$ cat src/rtl/ir_nec_rcv.sv
// NEC infrared frame receiver.
// Measures pulse widths between IR edges and decodes 32-bit frames and repeat codes.
module ir_nec_rcv #(
  parameter int unsigned LEAD_LOW_MIN     = 400_000,
  parameter int unsigned LEAD_LOW_MAX     = 500_000,
  parameter int unsigned LEAD_HI_DATA_MIN = 200_000,
  parameter int unsigned LEAD_HI_DATA_MAX = 250_000,
  parameter int unsigned LEAD_HI_REP_MIN  = 100_000,
  parameter int unsigned LEAD_HI_REP_MAX  = 125_000,
  parameter int unsigned BIT_LOW_MIN      = 20_000,
  parameter int unsigned BIT_LOW_MAX      = 35_000,
  parameter int unsigned BIT0_HI_MIN      = 20_000,
  parameter int unsigned BIT0_HI_MAX      = 35_000,
  parameter int unsigned BIT1_HI_MIN      = 70_000,
  parameter int unsigned BIT1_HI_MAX      = 95_000
) (
  input  logic       sys_clk,
  input  logic       sys_rst_n,
  input  logic       infrared_in,
  output logic [7:0] addr,
  output logic [7:0] data,
  output logic       frame_valid,
  output logic       repeat_en
);

  localparam logic [19:0] LL_MIN = 20'(LEAD_LOW_MIN);
  localparam logic [19:0] LL_MAX = 20'(LEAD_LOW_MAX);
  localparam logic [19:0] HD_MIN = 20'(LEAD_HI_DATA_MIN);
  localparam logic [19:0] HD_MAX = 20'(LEAD_HI_DATA_MAX);
  localparam logic [19:0] HR_MIN = 20'(LEAD_HI_REP_MIN);
  localparam logic [19:0] HR_MAX = 20'(LEAD_HI_REP_MAX);
  localparam logic [19:0] BL_MIN = 20'(BIT_LOW_MIN);
  localparam logic [19:0] BL_MAX = 20'(BIT_LOW_MAX);
  localparam logic [19:0] B0_MIN = 20'(BIT0_HI_MIN);
  localparam logic [19:0] B0_MAX = 20'(BIT0_HI_MAX);
  localparam logic [19:0] B1_MIN = 20'(BIT1_HI_MIN);
  localparam logic [19:0] B1_MAX = 20'(BIT1_HI_MAX);

  typedef enum logic [2:0] {
    IDLE,
    LEAD_LOW,
    LEAD_HIGH,
    BIT_LOW,
    BIT_HIGH,
    REP_TAIL
  } state_t;

  state_t      state;
  logic [2:0]  ir_q;
  logic [19:0] cnt;
  logic [19:0] tmax;
  logic [31:0] sr;
  logic [31:0] sr_nxt;
  logic [4:0]  bit_idx;
  logic        have_frame;
  logic        fall;
  logic        rise;
  logic        timeout;
  logic        w_ll;
  logic        w_hd;
  logic        w_hr;
  logic        w_bl;
  logic        w_b0;
  logic        w_b1;
  logic        chk_ok;

  assign fall = ~ir_q[1] & ir_q[2];
  assign rise = ir_q[1] & ~ir_q[2];

  assign w_ll = (cnt >= LL_MIN) && (cnt <= LL_MAX);
  assign w_hd = (cnt >= HD_MIN) && (cnt <= HD_MAX);
  assign w_hr = (cnt >= HR_MIN) && (cnt <= HR_MAX);
  assign w_bl = (cnt >= BL_MIN) && (cnt <= BL_MAX);
  assign w_b0 = (cnt >= B0_MIN) && (cnt <= B0_MAX);
  assign w_b1 = (cnt >= B1_MIN) && (cnt <= B1_MAX);

  // Bits arrive LSB-first, so each new bit enters at the top.
  assign sr_nxt = {w_b1, sr[31:1]};
  assign chk_ok = (sr_nxt[7:0] == ~sr_nxt[15:8]) &&
                  (sr_nxt[23:16] == ~sr_nxt[31:24]);

  // Two-stage synchronizer plus one delay stage for edge detection; idles high.
  always_ff @(posedge sys_clk or negedge sys_rst_n) begin
    if (!sys_rst_n) ir_q <= 3'b111;
    else            ir_q <= {ir_q[1:0], infrared_in};
  end

  // Width counter: restarts on each edge, saturates at all-ones.
  always_ff @(posedge sys_clk or negedge sys_rst_n) begin
    if (!sys_rst_n)        cnt <= '0;
    else if (fall || rise) cnt <= '0;
    else if (cnt != '1)    cnt <= cnt + 20'd1;
  end

  // Longest legal width for the pulse currently being measured.
  always_comb begin
    tmax = '1;
    case (state)
      LEAD_LOW:  tmax = LL_MAX;
      LEAD_HIGH: tmax = HD_MAX;
      BIT_LOW:   tmax = BL_MAX;
      BIT_HIGH:  tmax = B1_MAX;
      REP_TAIL:  tmax = BL_MAX;
      default:   tmax = '1;
    endcase
  end

  assign timeout = (state != IDLE) && (cnt > tmax);

  // Frame decoder with registered outputs and one-cycle pulses.
  always_ff @(posedge sys_clk or negedge sys_rst_n) begin
    if (!sys_rst_n) begin
      state       <= IDLE;
      sr          <= '0;
      bit_idx     <= '0;
      have_frame  <= 1'b0;
      addr        <= '0;
      data        <= '0;
      frame_valid <= 1'b0;
      repeat_en   <= 1'b0;
    end else begin
      frame_valid <= 1'b0;
      repeat_en   <= 1'b0;
      if (timeout) begin
        state <= IDLE;
      end else begin
        case (state)
          IDLE: begin
            if (fall) state <= LEAD_LOW;
          end
          LEAD_LOW: begin
            if (rise) state <= w_ll ? LEAD_HIGH : IDLE;
          end
          LEAD_HIGH: begin
            if (fall) begin
              unique case (1'b1)
                w_hd: begin
                  state   <= BIT_LOW;
                  bit_idx <= '0;
                  sr      <= '0;
                end
                w_hr:    state <= REP_TAIL;
                default: state <= IDLE;
              endcase
            end
          end
          BIT_LOW: begin
            if (rise) state <= w_bl ? BIT_HIGH : IDLE;
          end
          BIT_HIGH: begin
            if (fall) begin
              if (w_b0 || w_b1) begin
                sr <= sr_nxt;
                if (bit_idx == 5'd31) begin
                  state <= IDLE;
                  if (chk_ok) begin
                    addr        <= sr_nxt[7:0];
                    data        <= sr_nxt[23:16];
                    frame_valid <= 1'b1;
                    have_frame  <= 1'b1;
                  end
                end else begin
                  state   <= BIT_LOW;
                  bit_idx <= bit_idx + 5'd1;
                end
              end else begin
                state <= IDLE;
              end
            end
          end
          REP_TAIL: begin
            if (rise) begin
              state     <= IDLE;
              repeat_en <= w_bl && have_frame;
            end
          end
          default: state <= IDLE;
        endcase
      end
    end
  end

endmodule

$ cat config.mk
export PLATFORM = sky130hd
export DESIGN_NAME = ir_nec_rcv
export DESIGN_NICKNAME = d
export VERILOG_FILES = /design/src/rtl/ir_nec_rcv.sv
export SDC_FILE = /design/constraint.sdc
export NUM_CORES = 1
export LEC_CHECK = 0
export CAP_MARGIN = 15
export CORE_MARGIN = 5
export CORE_UTILIZATION = 43
export CTS_BUF_LIST = sky130_fd_sc_hd__clkbuf_8
export DETAILED_ROUTE_END_ITERATION = 8
export PLACE_DENSITY = 0.73
export SKIP_LAST_GASP = 1
export SLEW_MARGIN = 15
export SYNTH_ARGS = -nofsm -noshare
export SYNTH_HDL_FRONTEND = slang
export SYNTH_SLANG_ARGS = --single-unit
$ cat constraint.sdc
create_clock -name sys_clk -period 3.85 [get_ports sys_clk]
set_clock_uncertainty 0.2 [all_clocks]
set_input_delay 0.77 -clock sys_clk [delete_from_list [all_inputs] [get_ports sys_clk]]
set_output_delay 0.77 -clock sys_clk [all_outputs]
set_load 0.02 [all_outputs]
# ---- Word level (Yosys, flattened, before mapping)
# Cells that the tools add are included.
dict set report word_totals {
  inputBits 3
  out_inout_bits 18
  wordCells 105
  register_bits 82
}
dict set report op_classes {
  n_addsub 2
  eq_ne 20
  reduce_logical 19
  n_bitwise 7
  order_cmp 11
  muxes 36
}
# cell count
set op_table {}
lappend op_table {{$mux W32} 4}
lappend op_table {{$pmux W20 S4} 1}
lappend op_table {{$pmux W32 S2} 1}
lappend op_table {{$ge A20 B17 Y1 const B} 2}
lappend op_table {{$le A20 B17 Y1 const B} 2}
lappend op_table {{$mux W20} 2}
lappend op_table {{$mux W3} 9}
lappend op_table {{$mux W5} 5}
lappend op_table {{$add A20 B1 Y20 const B} 1}
lappend op_table {{$ge A20 B15 Y1 const B} 1}
lappend op_table {{$ge A20 B18 Y1 const B} 1}
lappend op_table {{$ge A20 B19 Y1 const B} 1}
lappend op_table {{$gt A20 B20 Y1} 1}
lappend op_table {{$le A20 B16 Y1 const B} 1}
lappend op_table {{$le A20 B18 Y1 const B} 1}
lappend op_table {{$le A20 B19 Y1 const B} 1}
lappend op_table {{$ne A20 B20 Y1 const B} 1}
lappend op_table {{$ne A3 B3 Y1 const B} 6}
lappend op_table {{$pmux W3 S6} 1}
lappend op_table {{$reduce_and A6 Y1} 3}
lappend op_table {{$eq A8 B8 Y1} 2}
lappend op_table {{$not A8 Y8} 2}
lappend op_table {{$ne A2 B2 Y1 const B} 5}
lappend op_table {{$pmux W5 S2} 1}
lappend op_table {{17 further kinds} 40}

# ---- Longest topological paths before layout
dict set report logic_depth {
  depth_word 11
  depth_mapped 17
  ltp_nobuf 13
}

# ---- Worst setup path after synthesis
# OpenSTA, ideal clock, no wires.
dict set report synth_path {
  kind {flip-flop to flip-flop}
  from {reg state[2]}
  to {reg sr[31]}
  arrival_ns 3.248
  required_ns 3.525
  path_stages_with_launch 17
  setup_slack_ns 0.277
  n_path_buf 4
  path_cell_list {dfrtp_1 > clkbuf_1 > nand2b_1 > clkbuf_1 > nand2_1 > nor2_1 > nor2_1 > ha_1 > a21o_1 > nand3_1 > a21oi_1 > a2111oi_0 > a31o_2 > buf_2 > nand3_1 > buf_6 > mux2_4}
}
dict set report synth_via {
  elab_chain_len 7
}
# item line
set synth_lines {}
lappend synth_lines {{start, declared} 48} ;# state_t state;
lappend synth_lines {{start signal, assigned} 132} ;# if (rise) state <= w_ll ? LEAD_HIGH : IDLE;
lappend synth_lines {{start signal, assigned} 148} ;# if (rise) state <= w_bl ? BIT_HIGH : IDLE;
lappend synth_lines {{$eq A3 B3 Y1 or $eq A3 B2 Y1 (tied branches)} 98} ;# case (state)
lappend synth_lines {{$reduce_or A2 Y1 (no line)} --}
lappend synth_lines {{$pmux W20 S4} 98}
lappend synth_lines {{$gt A20 B20 Y1} 108} ;# assign timeout = (state != IDLE) && (cnt > tmax);
lappend synth_lines {{$logic_and A1 B1 Y1} 108}
lappend synth_lines {{$not A1 Y1 (no line)} --}
lappend synth_lines {{$reduce_and A6 Y1 (no line)} --}
lappend synth_lines {{end signal, assigned} 153} ;# sr <= sr_nxt;
lappend synth_lines {{end, declared} 52} ;# logic [31:0] sr;
# Parallel ways exist; a longest one is shown, timed or not.
# A chain may end at the register's enable or synchronous reset.

# ---- Worst setup path in the final report
dict set report layout_path {
  from {reg state[1]}
  to {reg addr[0]}
}
dict set report layout_via {
  elab_chain_len 7
}
# item line
set layout_lines {}
lappend layout_lines {{$eq A3 B3 Y1 or $eq A3 B2 Y1 (tied branches)} 98}
lappend layout_lines {{$reduce_or A2 Y1 (no line)} --}
lappend layout_lines {{$pmux W20 S4} 98}
lappend layout_lines {{$gt A20 B20 Y1} 108}
lappend layout_lines {{$logic_and A1 B1 Y1} 108}
lappend layout_lines {{$not A1 Y1 (no line)} --}
lappend layout_lines {{$reduce_and A6 Y1 (no line) *} --}
lappend layout_lines {{end signal, assigned} 157} ;# addr <= sr_nxt[7:0];
lappend layout_lines {{end, declared} 20} ;# output logic [7:0] addr,
# Mark *: on every way between the ends. The rest lies on a longest branch, timed or not.

==> impl_metrics.toml <==
[pwr]
report.power.total_mw = 1.85
worst_ir_drop_vdd_v = 0.000155
power_per_cell_area_mw_per_mm2 = 324
cellLeakagePower_nw = 2.78

[route]
avgViaCountPerCell = 5.69
wl_mm = 11.2
vias = 3885
route.detailed.drc = 0
detail_route.wl_per_cell_um = 16.4
firstDrtPassIters = 5
drt_first_iter_violations = 474
drtAntennaViolNets = 0

[sta]
maxClockFrequency_mhz = 277
finalCriticalPeriod_ns = 3.61
finalSetupViolCount = 0
timing.hold.ws_ns = 0.159
actual_transition_at_the_worst_max_transition_pin_ns = 0.704
tns_ns = 0
slew_viol_final = 0
slew_headroom = 0.525
finalHoldViolations = 0
final_min_period_over_clock_period = 0.938
unrepaired_setup_endpoints_after_global_routing = "false"

[worst_setup_path]
worst-path-max-fanout = 16
worst_setup_path_end_kind = "register"
path_cells = "nand2b_4 -> nand2b_1 -> clkinv_1 -> nor2_1 -> inv_1 -> ha_1 -> a21oi_1 -> o21ai_0 -> a2111oi_0 -> a31o_2 -> buf_12 -> nand4_4 -> buf_12 -> mux2_4"
worst_path_largest_cell_delay_ns = 0.45
worstPathArrival_ns = 3.65
crit_required_ns = 3.89
critical-path-top-cell-by-count = "sky130_fd_sc_hd__buf_12"
slowest_stage = "sky130_fd_sc_hd__dfrtp_2"
critPathLaunchType = "register"
worstSetupPathType = "reg -> reg"

[layout]
finish.net_count = 564
antenna-diode-count = 0
syn_to_final_growth_pct = 11.6
layout.core_utilization = 0.494
post-route-cell-area_mm2 = 0.00572
post_route_cells_drive_above_1_share = 0.133

[clock_network]
cts.sink_count = 81
cts_max_level = 3
clock-root-buffer = "sky130_fd_sc_hd__clkbuf_8"
cts_tree = "done"
numCtsBuffers = 9
clock_transition_at_the_registers_of_the_reported_paths_ns = 0.09
maximum_count_of_clock_buffers_along_a_single_path = 2
clk-insertion-delay-late_ns = 0.35

[grt]
grt_overflow_total = 0
grt_start_max_net_pins = 57
global_route_wire_length_before_repair_mm = 18.8
initial_antenna_violation_count = 0
grtUsageTotal = 0.161
grt_pass1_vias = 3714

[floorplanning]
core_area_mm2 = 0.0116
ios = 21
fp-row-count = 39
floorplan.initialDensity = 0.443
dieHeight_um = 119
die-area_mm2 = 0.0142
die_width_um = 119

[synth]
yosys.area.top_type_share = 0.381
synth.ff_latch_count = 81
ys_types = 68
synth_async_sr_flop_share = 1.00
yosys-top-cells-count = "sky130_fd_sc_hd__dfrtp_1, sky130_fd_sc_hd__nand2_1, sky130_fd_sc_hd__inv_1"
syn_inst = 522
ys_seq_area_frac = 0.396
ys_top_cells_by_area = "sky130_fd_sc_hd__dfrtp_1, sky130_fd_sc_hd__ha_1, sky130_fd_sc_hd__mux2i_1"
synthesized_cell_area_mm2 = 0.00512
post_synth_top_flop = "sky130_fd_sc_hd__dfrtp_1"
syn-num-nets = 551
synth_most_common_cell = "sky130_fd_sc_hd__dfrtp_1"
synth.yosys.warnings = 0
synth_area_per_inst_um2 = 9.82
library_cell_occupying_the_most_area_in_the_post_synthesis_netlist = "sky130_fd_sc_hd__dfrtp_1"
synth_edf_count = 0

[place]
globalplace.congestion = 0.923
portBuffers = 20
place_hpwl_mm = 7.86
post_dp_cell_area_mm2 = 0.00542

[run]
max_cap_violations = 0

[outcome]
run_status = "finished clean"

[hold_path]
hold_class = "reg -> reg"
-- layout make-up --
type                    count  area (um2)
repair buffers             34         340
multi-input cells         367        2780
inverters                  42         158
fillers                  1015        5850
flip-flops and latches     81        2030
clock inverters             7         109
well taps                 143         179
clock buffers               9         124
-- routing by layer --
layer  vias to the layer above  track usage  part of all wire
li1                       1868            -                 -
met3                        20       0.0289             0.045
met4                         0       0.0492             0.017
met5                         -            0                 0
met1                      1888        0.231              0.47
met2                       109        0.249              0.47
-- registers in the layout (all words and copies together), names as in the netlist --
name         count
ir_q             3
sr              31
repeat_en        1
addr             8
bit_idx          5
have_frame       1
data             8
state            3
cnt             20
frame_valid      1
-- path summary, 6_finish.rpt --
kind                                      start                   to  slack [ns]  cells after the start
min in group asynchronous             sys_rst_n   cnt[5]$_DFFE_PN0P_        0.26                      1
min                           ir_q[0]$_DFF_PN1_    ir_q[1]$_DFF_PN1_        0.16                      0
min reg2reg                   ir_q[0]$_DFF_PN1_    ir_q[1]$_DFF_PN1_        0.16                      0
max                        state[1]$_DFFE_PN0P_  addr[0]$_DFFE_PN0P_        0.24                     14
max in group asynchronous             sys_rst_n   sr[25]$_DFFE_PN0P_        2.49                      2
max reg2reg                state[1]$_DFFE_PN0P_  addr[0]$_DFFE_PN0P_        0.24                     14
-- logic make-up after synthesis --
group / synth area share
xor+xnor: 0.0513
simple gates: 0.197
mux: 0.113
buf+inv: 0.0647
flops: 0.396
compound gates: 0.115
fa+ha+maj: 0.0635
-- where the power goes --
group / leakage, nW / switching [mW] / internal [mW]
Combinational: 1.54 / 0.162 / 0.0885
Clock: 0.118 / 0.342 / 0.379
Sequential: 1.12 / 0.0163 / 0.862
Total: 2.78 / 0.520 / 1.33
-- through the flow --
stage,setup WS (ns),std cells
3_3_place_gp,0.102,663
6_report,0.239,683
3_5_place_dp,0.0132,663
4_1_cts,0.0116,679
5_1_grt,0.00242,683
2_1_floorplan,0.277,522
-- worst max-delay path: cells and delay by family, from the launching register on --
kind,cells,cell delay [ns]
AO/OA/AOI/OAI,4,0.96
buffers and inverters,4,0.62
flip-flops,1,0.45
multiplexers,1,0.30
AND/OR/NAND/NOR,4,0.65
adder cells (fa/ha/maj),1,0.32
-- layout by cell type, fill, tap and decap left out, types with 11 or more instances in the layout --
cell | Yosys | final
sky130_fd_sc_hd__mux2i_1 | 31 | 31
sky130_fd_sc_hd__nand3_1 | 14 | 13
sky130_fd_sc_hd__xnor2_1 | 13 | 13
sky130_fd_sc_hd__a21oi_1 | 18 | 18
sky130_fd_sc_hd__nand4_1 | 15 | 15
sky130_fd_sc_hd__mux2_4 | 11 | 11
sky130_fd_sc_hd__and2_1 | 14 | 14
sky130_fd_sc_hd__inv_1 | 41 | 41
sky130_fd_sc_hd__nor2_1 | 18 | 18
sky130_fd_sc_hd__o21ai_0 | 14 | 14
sky130_fd_sc_hd__nand2_1 | 58 | 58
sky130_fd_sc_hd__clkdlybuf4s50_1 | 0 | 19
sky130_fd_sc_hd__dfrtp_1 | 78 | 77
sky130_fd_sc_hd__buf_4 | 0 | 12
sky130_fd_sc_hd__ha_1 | 26 | 26
sky130_fd_sc_hd__xor2_1 | 17 | 17
-- timing repair --
action | 4_1_cts | 5_1_grt
setup endpoints to repair | 1 | 45
buffers inserted | 0 | 4
hold buffers | 0 | 0
resized for setup | 0 | 3
pin swaps | 1 | 2
No activity file was read; power rests on OpenSTA's default activity.
